[src/rtl/spi_register_writer.sv]
`default_nettype none
// ============================================================================
//  Module      : spi_register_writer
//  Description : SPI (mode 0, MSB first) slave front-end that turns framed
//                serial register writes into one-cycle register-write strobes
//                in the i_Clock domain. A frame carries a register number
//                followed by one or more value bytes. Every byte after the
//                first is written to the previous number + 1.
//  Revision    : 1.0 - initial release
// ============================================================================
module spi_register_writer #(
   parameter int SYNC_STAGES  = 2,
   parameter int NUMBER_WIDTH = 16,
   parameter int VALUE_WIDTH  = 8
) (
   input  logic                    i_Clock,
   input  logic                    i_Reset_n,
   input  logic                    i_SPI_SCLK,
   input  logic                    i_SPI_CS_n,
   input  logic                    i_SPI_MOSI,
   output logic                    o_RegisterWriteEnable,
   output logic [NUMBER_WIDTH-1:0] o_RegisterWriteNumber,
   output logic [VALUE_WIDTH-1:0]  o_RegisterWriteValue,
   output logic                    o_FrameError,
   output logic                    o_Busy
);

   // Number and value bits share one shift register sized for the wider
   // field. Only the bits before the newest one are stored, because the
   // newest bit comes straight from the synchroniser.
   localparam int c_MAX_W   = (NUMBER_WIDTH > VALUE_WIDTH) ? NUMBER_WIDTH : VALUE_WIDTH;
   localparam int c_CNT_W   = $clog2(c_MAX_W + 1);
   localparam int c_PRIME_W = $clog2(SYNC_STAGES + 2);

   localparam logic [c_CNT_W-1:0]   c_NUM_LAST = c_CNT_W'(NUMBER_WIDTH - 1);
   localparam logic [c_CNT_W-1:0]   c_VAL_LAST = c_CNT_W'(VALUE_WIDTH - 1);
   localparam logic [c_PRIME_W-1:0] c_PRIME    = c_PRIME_W'(SYNC_STAGES + 1);

   typedef enum logic [2:0] {
      S_WAIT_DESELECT = 3'd0,
      S_IDLE          = 3'd1,
      S_NUMBER        = 3'd2,
      S_VALUE         = 3'd3,
      S_COMMIT        = 3'd4
   } state_t;

   // Synchroniser chains and edge-detect flops
   logic [SYNC_STAGES-1:0] r_sclk_sync;
   logic [SYNC_STAGES-1:0] r_cs_sync;
   logic [SYNC_STAGES-1:0] r_mosi_sync;
   logic                   r_sclk_prev;
   logic                   r_cs_prev;

   // Counts cycles after reset until the chains hold real pin samples
   logic [c_PRIME_W-1:0]   r_prime_cnt;

   // FSM and datapath state
   state_t                 r_state;
   state_t                 w_state_next;
   logic [c_CNT_W-1:0]     r_bit_cnt;
   logic [c_CNT_W-1:0]     w_bit_cnt_next;
   logic [c_MAX_W-2:0]     r_shift;
   logic [c_MAX_W-2:0]     w_shift_next;
   logic [NUMBER_WIDTH-1:0] r_number;
   logic [NUMBER_WIDTH-1:0] w_number_next;
   logic [NUMBER_WIDTH-1:0] r_out_number;
   logic [NUMBER_WIDTH-1:0] w_out_number_next;
   logic [VALUE_WIDTH-1:0]  r_out_value;
   logic [VALUE_WIDTH-1:0]  w_out_value_next;
   logic                   r_frame_error;
   logic                   w_frame_error_next;

   // Synchronised pin levels and derived events
   logic                   w_sclk_s;
   logic                   w_cs_s;
   logic                   w_mosi_s;
   logic                   w_sclk_rise;
   logic                   w_cs_fall;
   logic                   w_primed;
   logic [c_MAX_W-1:0]     w_word;

   assign w_sclk_s    = r_sclk_sync[SYNC_STAGES-1];
   assign w_cs_s      = r_cs_sync[SYNC_STAGES-1];
   assign w_mosi_s    = r_mosi_sync[SYNC_STAGES-1];
   assign w_sclk_rise = w_sclk_s & ~r_sclk_prev;
   assign w_cs_fall   = ~w_cs_s & r_cs_prev;
   assign w_primed    = (r_prime_cnt == c_PRIME);

   // Received bits so far including the one being sampled this cycle
   assign w_word      = {r_shift, w_mosi_s};

   // Bring the asynchronous SPI pins into the clock domain and keep one
   // extra flop on SCLK and CS_n for edge detection
   always_ff @(posedge i_Clock or negedge i_Reset_n) begin
      if (!i_Reset_n) begin
         r_sclk_sync <= '0;
         r_cs_sync   <= '1;
         r_mosi_sync <= '0;
         r_sclk_prev <= 1'b0;
         r_cs_prev   <= 1'b1;
      end else begin
         r_sclk_sync <= {r_sclk_sync[SYNC_STAGES-2:0], i_SPI_SCLK};
         r_cs_sync   <= {r_cs_sync[SYNC_STAGES-2:0],   i_SPI_CS_n};
         r_mosi_sync <= {r_mosi_sync[SYNC_STAGES-2:0], i_SPI_MOSI};
         r_sclk_prev <= w_sclk_s;
         r_cs_prev   <= w_cs_s;
      end
   end

   // The chains come out of reset showing CS_n high whatever the pin does.
   // Leaving WAIT_DESELECT on that reset value would let a frame that was
   // already running look like a fresh CS_n fall, so wait until the chains
   // have been refilled from the pins before trusting the CS_n level.
   always_ff @(posedge i_Clock or negedge i_Reset_n) begin
      if (!i_Reset_n) begin
         r_prime_cnt <= '0;
      end else if (!w_primed) begin
         r_prime_cnt <= r_prime_cnt + c_PRIME_W'(1);
      end
   end

   // FSM state register
   always_ff @(posedge i_Clock or negedge i_Reset_n) begin
      if (!i_Reset_n) begin
         r_state <= S_WAIT_DESELECT;
      end else begin
         r_state <= w_state_next;
      end
   end

   // Datapath registers: bit counter, shift register, number and outputs
   always_ff @(posedge i_Clock or negedge i_Reset_n) begin
      if (!i_Reset_n) begin
         r_bit_cnt     <= '0;
         r_shift       <= '0;
         r_number      <= '0;
         r_out_number  <= '0;
         r_out_value   <= '0;
         r_frame_error <= 1'b0;
      end else begin
         r_bit_cnt     <= w_bit_cnt_next;
         r_shift       <= w_shift_next;
         r_number      <= w_number_next;
         r_out_number  <= w_out_number_next;
         r_out_value   <= w_out_value_next;
         r_frame_error <= w_frame_error_next;
      end
   end

   // Next-state and datapath decisions. A deselect is checked before any
   // SCLK edge so that a bit arriving together with CS_n rising is dropped.
   // The deselect is tested as a level so that one rising during COMMIT is
   // still seen by VALUE on the following cycle.
   always_comb begin
      w_state_next       = r_state;
      w_bit_cnt_next     = r_bit_cnt;
      w_shift_next       = r_shift;
      w_number_next      = r_number;
      w_out_number_next  = r_out_number;
      w_out_value_next   = r_out_value;
      w_frame_error_next = 1'b0;

      case (r_state)
         S_WAIT_DESELECT: begin
            if (w_primed && w_cs_s) begin
               w_state_next = S_IDLE;
            end
         end

         S_IDLE: begin
            if (w_cs_fall) begin
               w_state_next   = S_NUMBER;
               w_bit_cnt_next = '0;
               w_shift_next   = '0;
            end
         end

         S_NUMBER: begin
            if (w_cs_s) begin
               // Deselected before the number was complete
               w_state_next       = S_IDLE;
               w_frame_error_next = 1'b1;
            end else if (w_sclk_rise) begin
               w_shift_next = w_word[c_MAX_W-2:0];
               if (r_bit_cnt == c_NUM_LAST) begin
                  w_number_next  = w_word[NUMBER_WIDTH-1:0];
                  w_bit_cnt_next = '0;
                  w_state_next   = S_VALUE;
               end else begin
                  w_bit_cnt_next = r_bit_cnt + c_CNT_W'(1);
               end
            end
         end

         S_VALUE: begin
            if (w_cs_s) begin
               // A deselect on a byte boundary is the normal end of a frame
               w_state_next       = S_IDLE;
               w_frame_error_next = (r_bit_cnt != '0);
            end else if (w_sclk_rise) begin
               w_shift_next = w_word[c_MAX_W-2:0];
               if (r_bit_cnt == c_VAL_LAST) begin
                  w_out_number_next = r_number;
                  w_out_value_next  = w_word[VALUE_WIDTH-1:0];
                  w_bit_cnt_next    = '0;
                  w_state_next      = S_COMMIT;
               end else begin
                  w_bit_cnt_next = r_bit_cnt + c_CNT_W'(1);
               end
            end
         end

         S_COMMIT: begin
            // Step to the next register for a possible burst byte; the
            // increment wraps naturally at the field width
            w_number_next = r_number + NUMBER_WIDTH'(1);
            w_state_next  = S_VALUE;
         end

         default: begin
            w_state_next = S_WAIT_DESELECT;
         end
      endcase
   end

   assign o_RegisterWriteEnable = (r_state == S_COMMIT);
   assign o_RegisterWriteNumber = r_out_number;
   assign o_RegisterWriteValue  = r_out_value;
   assign o_FrameError          = r_frame_error;
   assign o_Busy                = (r_state == S_NUMBER) ||
                                  (r_state == S_VALUE)  ||
                                  (r_state == S_COMMIT);

endmodule
`default_nettype wire

[config.mk]
export PLATFORM = sky130hd
export DESIGN_NAME = spi_register_writer
export DESIGN_NICKNAME = d
export VERILOG_FILES = /design/src/rtl/spi_register_writer.sv
export SDC_FILE = /design/constraint.sdc
export NUM_CORES = 1
export LEC_CHECK = 0
export CAP_MARGIN = 25
export CORE_MARGIN = 2
export CORE_UTILIZATION = 45
export CTS_CLUSTER_DIAMETER = 50
export DETAILED_ROUTE_END_ITERATION = 7
export PLACE_DENSITY = 0.78
export SLEW_MARGIN = 30
export SYNTH_ARGS = -nofsm -noshare
export SYNTH_HDL_FRONTEND = slang
export SYNTH_SLANG_ARGS = --single-unit
[constraint.sdc]
create_clock -name i_Clock -period 1.9 [get_ports i_Clock]
set_input_delay 0.38 -clock i_Clock [delete_from_list [all_inputs] [get_ports i_Clock]]
set_output_delay 0.38 -clock i_Clock [all_outputs]
set_load 0.005 [all_outputs]
# Word-level counts from Yosys, hierarchy flattened

Index checks and enable logic that the tools add are counted.

Output and inout port bits: 27
Logic and storage cells: 82
Bits in registers: 74
Input port bits: 5

Add/sub/neg operators: 3
Eq/ne operators: 20
Bitwise gates (word level): 4
Reductions and logical operators: 14
Multiplexer cells: 28

Operators with widths:

| operator                | count |
|---|---|
| $mux W16                | 3 |
| $mux W15                | 3 |
| $mux W5                 | 7 |
| $pmux W16 S2            | 1 |
| $pmux W15 S2            | 1 |
| $mux W3                 | 8 |
| $add A16 B1 Y16 const B | 1 |
| $ne A2 B2 Y1 const B    | 8 |
| $pmux W3 S5             | 1 |
| $pmux W5 S3             | 1 |
| $ne A3 B3 Y1 const B    | 4 |
| $reduce_and A4 Y1       | 3 |
| $reduce_and A6 Y1       | 2 |
| $eq A3 B2 Y1 const B    | 2 |
| $add A5 B1 Y5 const B   | 1 |
| $eq A5 B3 Y1 const B    | 1 |
| $eq A5 B4 Y1 const B    | 1 |
| $reduce_bool A5 Y1      | 1 |
| $reduce_bool A2 Y1      | 2 |
| $eq A3 B1 Y1 const B    | 1 |
| $eq A3 B3 Y1 const B    | 1 |
| $logic_not A3 Y1        | 1 |
| $reduce_bool A3 Y1      | 1 |
| $add A2 B1 Y2 const B   | 1 |
| 9 further kinds         | 13 |

# Logic depth before layout (Yosys ltp)

Gate-level depths: netlist (run 1).

Depth after elaboration: 5
Mapped depth: 9
Depth with buffers taken out: 8

# Worst setup path before layout (run 1)

No wires, ideal clock.

Kind: register to register
Start: reg r_bit_cnt[0]
End: reg r_bit_cnt[2]
Library setup time: 83 ps
Data arrival time: 1840 ps
Cell stages (with the launch flop): 8
Path buffers: 0
Period minus slack after synthesis: 1923 ps
Required time: 1817 ps
Path slack: -23 ps
Cell sequence: dfrtp_1 > ha_1 > nand3_1 > inv_1 > ha_1 > nor2b_1 > or4b_2 > o21ai_0

Cells in the longest elaborated chain, start to end: 5

RTL lines:

| element                               | line     | text |
|---|---|---|
| start: declaration                    | 60       | `logic [c_CNT_W-1:0] r_bit_cnt;` |
| start signal: assignment              | 141      | `r_bit_cnt <= w_bit_cnt_next;` |
| $add A5 B1 Y5 (tied with other cells) | 190, 208 |  |
| $mux W5 (on tied branches)            | 202, 185 |  |
| $mux W5 (on tied branches)            | 200, 183 |  |
| $mux W5 (on tied branches)            | 196, 179 |  |
| $pmux W5 S3 (*)                       | 163      | `case (r_state)` |

Every way passes the cells marked *; elsewhere a longest branch is shown, timed or not. The select of a mux whose other input is x is not followed.
A chain may end at the register's enable or synchronous reset.

# Worst setup path after layout (run 1)

Start: reg r_state[1]
End: out o_RegisterWriteEnable

Cells in the longest elaborated chain, start to end: 1

RTL lines:

| element                  | line | text |
|---|---|---|
| start: declaration       | 58   | `state_t r_state;` |
| start signal: assignment | 127  | `r_state <= w_state_next;` |
| $eq A3 B3 Y1             | 226  | `assign o_RegisterWriteEnable = (r_state == S_COMMIT);` |
| end: declaration         | 21   | `output logic o_RegisterWriteEnable,` |

No other way between the ends.

==> impl_results.md, run 1 <==
* WL/cell at 17.0 um
* Prevailing post-synth register cell: dfrtp_1
* Sw Ratio at 0.267
* Pin count of the biggest net entering global routing at 75
* Max Cap Viol at 0
* Antenna cell count at 0
* Clock Power Share at 0.384
* Worst r2r src: r_bit_cnt[1]$_DFFE_PN0P_
* Root buffer cell: clkbuf_8
* Initial Utilization at 0.469
* Status: finished, final reports clean
* Die height at 91.4 um
* Synthesis Warnings at 0
* Post-synthesis sequential area ratio at 0.540
* Post-synthesis async set-or-reset flop share at 1.00
* Post-synth EDFFs at 0
* Cts bufs inserted at 9
* DPL Wire Length at 4.82 mm
* DRT iter0 DRCs at 261
* P per Cell Area at 827 mW/mm2
* Worst Max-Slew Pin Slew at 0.431 ns
* Max-Slew Margin vs Limit at 0.710
* Seq cells post-synth at 74
* Die span in x at 91.4 um
* CTS tree: done
* Clk_lat worst skew at 0.35 ns
* Initial antenna violation count at 0
* Core area at 0.00733 mm2
* Setup_tns at 0 ns
* Drt pass-1 iters at 5
* Area after DPL at 0.00398 mm2
* Clock Pin Slew Worst Setup and Hold Paths at 0.08 ns
* Clock Tree Buf Depth at 2
* Max Fclk at 542 MHz
* Crit path required time at 1.52 ns
* Routed via count at 2527
* Pleak at 1.97 nW
* Remaining global-route overflow at 0
* RSZ-0062 raised after global routing: no
* CP Capture Type: primary output
* First-pass GRT wire length at 12.5 mm
* Post-synth top cells: dfrtp_1, mux2_4, a22o_1
* Syn Std Cell Area at 0.00344 mm2
* IO buf count at 31
* Syn Area/Cell at 12.1 um2
* Share of cells above drive strength 1 at 0.269
* Seq pwr share at 0.468
* Startpoint Class: register
* Final number of setup-violating endpoints at 0
* Worst Skew at 0.0114 ns
* # nets final at 348
* Gr usage total at 0.190
* Fin crit share at 0.971
* Final hold viol count at 0
* Main area contributors after synthesis: dfrtp_1, mux2_4, a22o_1
* Routed WL at 7.49 mm
* Vias in the first global route at 2455
* P_int at 2.62 mW
* Die Footprint at 0.00835 mm2
* Final min period at 1.84 ns
* CP startpoint: r_state[1]$_DFFE_PN0P_
* Post-synthesis cell type count at 56
* Site row count at 31
* Syn Nets at 294
* Dpl ws at -0.145 ns
* Critical Path Fanout Max at 3
* Synth Instances at 283
* Post-route DRC at 0
* Psw at 0.956 mW
* Fin. max-slew vios at 0
* Most common cell in the synthesized netlist: dfrtp_1
* H-tree levels at 3
* Crit path kind: reg -> out
* Final worst-path setup slack at 0.0560 ns
* Worst EP arrival at 1.46 ns
* Finished Core Util at 0.589
* Max rail drop VDD at 494 uV
* Antenna viol nets, final at 0
* Io pins at 32
* Routability cong. at 0.873
* CTS sink cnt at 74
* HP Class: in -> async
* Design area at 0.00432 mm2
* Leading area contributor after synthesis: dfrtp_1
* Comb power frac at 0.148
* Vias/cell at 5.73
* Area fraction of the dominant cell type after synthesis at 0.517
* Layout area overhead at 25.7%
path summary, 6_finish.rpt:
path                            depth (start not counted)  slack (ns)                                    to
worst max register to register                          9        0.07               r_number[3]$_DFFE_PN0P_
worst min-delay path                                    2        0.04              r_sclk_sync[0]$_DFF_PN0_
worst max-delay path                                    3        0.06                 o_RegisterWriteEnable
max in group asynchronous                               2        1.54  o_RegisterWriteNumber[6]$_DFFE_PN0P_
worst min register to register                          0        0.35              r_mosi_sync[1]$_DFF_PN0_
min in group i_Clock                                    0        0.35              r_mosi_sync[1]$_DFF_PN0_
sequential cells by signal (all words and copies together) (netlist names), 2 cells and up:
register	count
r_state	3
r_bit_cnt	5
o_RegisterWriteValue	8
r_shift	15
r_cs_sync	2
o_RegisterWriteNumber	16
r_number	16
r_prime_cnt	2
r_sclk_sync	2
r_mosi_sync	2
worst max-delay path, cell delays in order, from the launching register on:
cell	delay [ns]
dfrtp_1	0.38
or3b_4	0.43
inv_4	0.08
dlygate4sd2_1	0.23
layout by cell type, fill, tap and decap left out, types with 7 or more instances in the layout:
master	netlist	final
nand2_1	15	15
nand3_1	9	8
nor2_1	14	14
a21oi_1	13	13
a22o_1	16	16
mux2_2	7	7
mux2_4	19	19
clkdlybuf4s50_1	0	28
o21ai_0	10	8
nor3_1	9	9
dfrtp_1	71	71
clkbuf_8	0	9
buf_4	2	24
logic make-up (layout without fill, tap and decap cells):
| kind of cell | after synthesis | after routing | synth area share |
|---|---|---|---|
| multiplexers | 26 | 26 | 0.106 |
| buffers and inverters | 24 | 83 | 0.0393 |
| AO/OA/AOI/OAI | 71 | 71 | 0.150 |
| adder cells (fa/ha/maj) | 6 | 6 | 0.0218 |
| XOR/XNOR | 3 | 3 | 0.00765 |
| AND/OR/NAND/NOR | 79 | 79 | 0.135 |
| flip-flops | 74 | 74 | 0.540 |
layer usage:
layer | up-vias | share of wire | track usage
met4 | 0 | 0.015 | 0.0795
met1 | 1258 | 0.46 | 0.269
met2 | 86 | 0.48 | 0.286
li1 | 1174 | - | -
met5 | - | 0 | 0
met3 | 9 | 0.047 | 0.0390
cell type report:
class / instances / area (um2)
Clock inverter: 7 / 101
Tap cell: 99 / 124
Multi-Input combinational cell: 185 / 1520
Timing Repair Buffer: 59 / 564
Clock buffer: 9 / 124
Sequential cell: 74 / 1860
Fill cell: 540 / 3010
Inverter: 8 / 32.5
stage by stage:
step	hold WS (ns)	cells	total power [mW]
after floorplan	0.0844	283	1.99
after global placement	0.332	421	2.16
after detailed placement	0.336	421	2.18
after CTS	0.0542	440	3.58
after global routing	0.0699	441	3.71
final	0.0405	441	3.57
timing repair:
| action | 4_1_cts | 5_1_grt |
|---|---|---|
| hold buffers | 0 | 0 |
| buffers inserted | 3 | 2 |
| pin swaps | 2 | 5 |
| gates resized for setup | 9 | 10 |
| endpoints found under the hold margin | 0 | 0 |
| endpoints found under the setup margin | 6 | 18 |
power by group through the flow:
stage	clock (mW)	sequential [mW]	combinational [mW]
2_1_floorplan	0	1.69	0.296
6_report	1.37	1.67	0.529
5_1_grt	1.46	1.68	0.575
3_3_place_gp	0	1.70	0.460
4_1_cts	1.39	1.67	0.511
3_5_place_dp	0	1.70	0.471
Power figures use the tool's default switching activity.
==> run 2, diff against run 1 <==
- SKIP_CTS_REPAIR_TIMING: unset -> 1
==> impl_results.md, run 2 (synthesis gave the netlist of run 1 again) <==
* Initial antenna violation count at 0 (unchanged)
* IO buf count at 31 (unchanged)
* Crit path kind: reg -> reg
* Max-Slew Margin vs Limit at 0.710 (about the same)
* CTS sink cnt at 74 (unchanged)
* Worst EP arrival at 2.11 ns (+0.65 ns)
* CP Cell Sequence: ha_2 > nand3_2 > inv_2 > ha_4 > nand4bb_4 > o21ai_4 > o21ai_1 > a221o_1
* Final number of setup-violating endpoints at 0 (unchanged)
* Reg-to-reg setup timing slack at 0.03 ns (-0.04 ns)
* Commonest non-fill, non-tap cell in the layout: dfrtp_1
* Design area at 0.00429 mm2 (-0.67%)
* Die span in x at 91.4 um (unchanged)
* Routed WL at 7.34 mm (-1.9%)
* Layout area overhead at 24.9%
* Final worst-path setup slack at 0.0257 ns (-0.0304 ns)
* Clk_lat worst skew at 0.35 ns (about the same)
* Register area at 0.00186 mm2 (unchanged)
* HP Class: in -> async
* DRT iter0 DRCs at 234 (-10%)
* Final min period at 1.87 ns (+0.0304 ns)
* Vias/cell at 5.67 (-1.0%)
* CP startpoint: r_bit_cnt[1]$_DFFE_PN0P_
* Max Fclk at 534 MHz (-1.6%)
* FF-to-FF path depth at 8 (-1)
* Vias in the first global route at 2424 (-1.3%)
* Initial Utilization at 0.469 (unchanged)
* Max Cap Viol at 0 (unchanged)
* Filler cells at 549 (+1.7%)
* CP max stage cell: dfrtp_1
* # nets final at 347 (-0.29%)
* Pin count of the biggest net entering global routing at 75 (unchanged)
* P per Cell Area at 831 mW/mm2 (+0.47%)
* Core area at 0.00733 mm2 (unchanged)
* Worst r2r src: r_bit_cnt[1]$_DFFE_PN0P_
* Setup_tns at 0 ns (unchanged)
* CP Capture Type: register
* Footprint of the multi-input gates at 0.00151 mm2 (-0.33%)
* Fin. max-slew vios at 0 (unchanged)
* Clock Tree Buf Depth at 2 (unchanged)
* First-pass GRT wire length at 12.3 mm (-1.4%)
* Final hold viol count at 0 (unchanged)
* Routability cong. at 0.873 (unchanged)
* Status: finished, final reports clean
* Site row count at 31 (unchanged)
* Most frequent cells in the layout: dfrtp_1, clkdlybuf4s50_1, buf_4, mux2_4, a22o_1
* Gr usage total at 0.188 (-0.00267)
* Clock Pin Slew Worst Setup and Hold Paths at 0.08 ns (about the same)
* Drt pass-1 iters at 4 (-1)
* Layout Cells excl Fill at 440 (-0.23%)
* Routed via count at 2495 (-1.3%)
* Power, Total at 3.57 mW (-0.20%)
* Slowest stage delay, CP at 0.40 ns (-0.03 ns)
* Worst Max-Slew Pin Slew at 0.431 ns (+0.000532 ns)
* Post-route DRC at 0 (unchanged)
* Fin crit share at 0.986 (+0.0160)
* Max rail drop VDD at 495 uV (+0.20%)
* Root buffer cell: clkbuf_8
* Antenna viol nets, final at 0 (unchanged)
* Remaining global-route overflow at 0 (unchanged)
* Io pins at 32 (unchanged)
* Die height at 91.4 um (unchanged)
* RSZ-0062 raised after global routing: yes
* Area after DPL at 0.00398 mm2 (unchanged)
* Share of cells above drive strength 1 at 0.270 (+0.000789)
* Cells after DPL at 421 (unchanged)
* Critical Path Fanout Max at 6 (+3)
* Dpl ws at -0.145 ns (unchanged)
* Antenna cell count at 0 (unchanged)
* Cts bufs inserted at 9 (unchanged)
* Pleak at 1.98 nW (+0.37%)
* Worst Skew at 0.00969 ns (-0.00176 ns)
* DPL Wire Length at 4.82 mm (unchanged)
* CTS tree: done
* WL/cell at 16.7 um (-1.7%)
* Crit path required time at 2.13 ns (+0.61 ns)
* Die Footprint at 0.00835 mm2 (unchanged)
* H-tree levels at 3 (unchanged)
* Startpoint Class: register
==> run 2: layer usage <==
layer  vias to the layer above  wire, um  GRT usage
met4                         0       135     0.0770
met2                        73      3440      0.281
met5                         -         0          0
met1                      1242      3450      0.267
li1                       1170         -          -
met3                        10       310     0.0373
==> run 2: cell type report <==
cell class              count  share of cell area
repair buffers             58               0.127
clock buffers               9              0.0289
flip-flops and latches     74               0.432
clock inverters             7              0.0236
inverters                   8             0.00700
multi-input cells         185               0.353
well taps                  99              0.0289
==> run 2: final timing paths <==
check | to
max | r_number[2]$_DFFE_PN0P_
max in group asynchronous | r_cs_sync[1]$_DFF_PN1_
min | r_sclk_sync[0]$_DFF_PN0_
min in group i_Clock | r_mosi_sync[1]$_DFF_PN0_
max reg2reg | r_number[2]$_DFFE_PN0P_
min reg2reg | r_mosi_sync[1]$_DFF_PN0_
==> run 2: worst max-delay path: cells and delay by family, from the launching register on <==
family	cells	cell delay [ns]
DFF	1	0.40
and+or+nand+nor	2	0.24
adders and majority gates	2	0.36
AOI/OAI and AO/OA	3	0.67
buffers and inverters	1	0.09
==> run 2: where the power goes <==
part	internal, mW	switching (mW)	leakage [nW]	total, mW
Combinational	0.238	0.282	0.870	0.520
Sequential	1.63	0.0452	0.997	1.68
Clock	0.753	0.619	0.112	1.37
==> run 2: through the flow <==
| step | hold slack (ns) | util |
|---|---|---|
| finish | 0.0312 | 0.585 |
| floorplan | 0.0844 | - |
| CTS | 0.0542 | 0.574 |
| global placement | 0.332 | 0.543 |
| global route | 0.0698 | 0.585 |
| detailed placement | 0.336 | 0.543 |
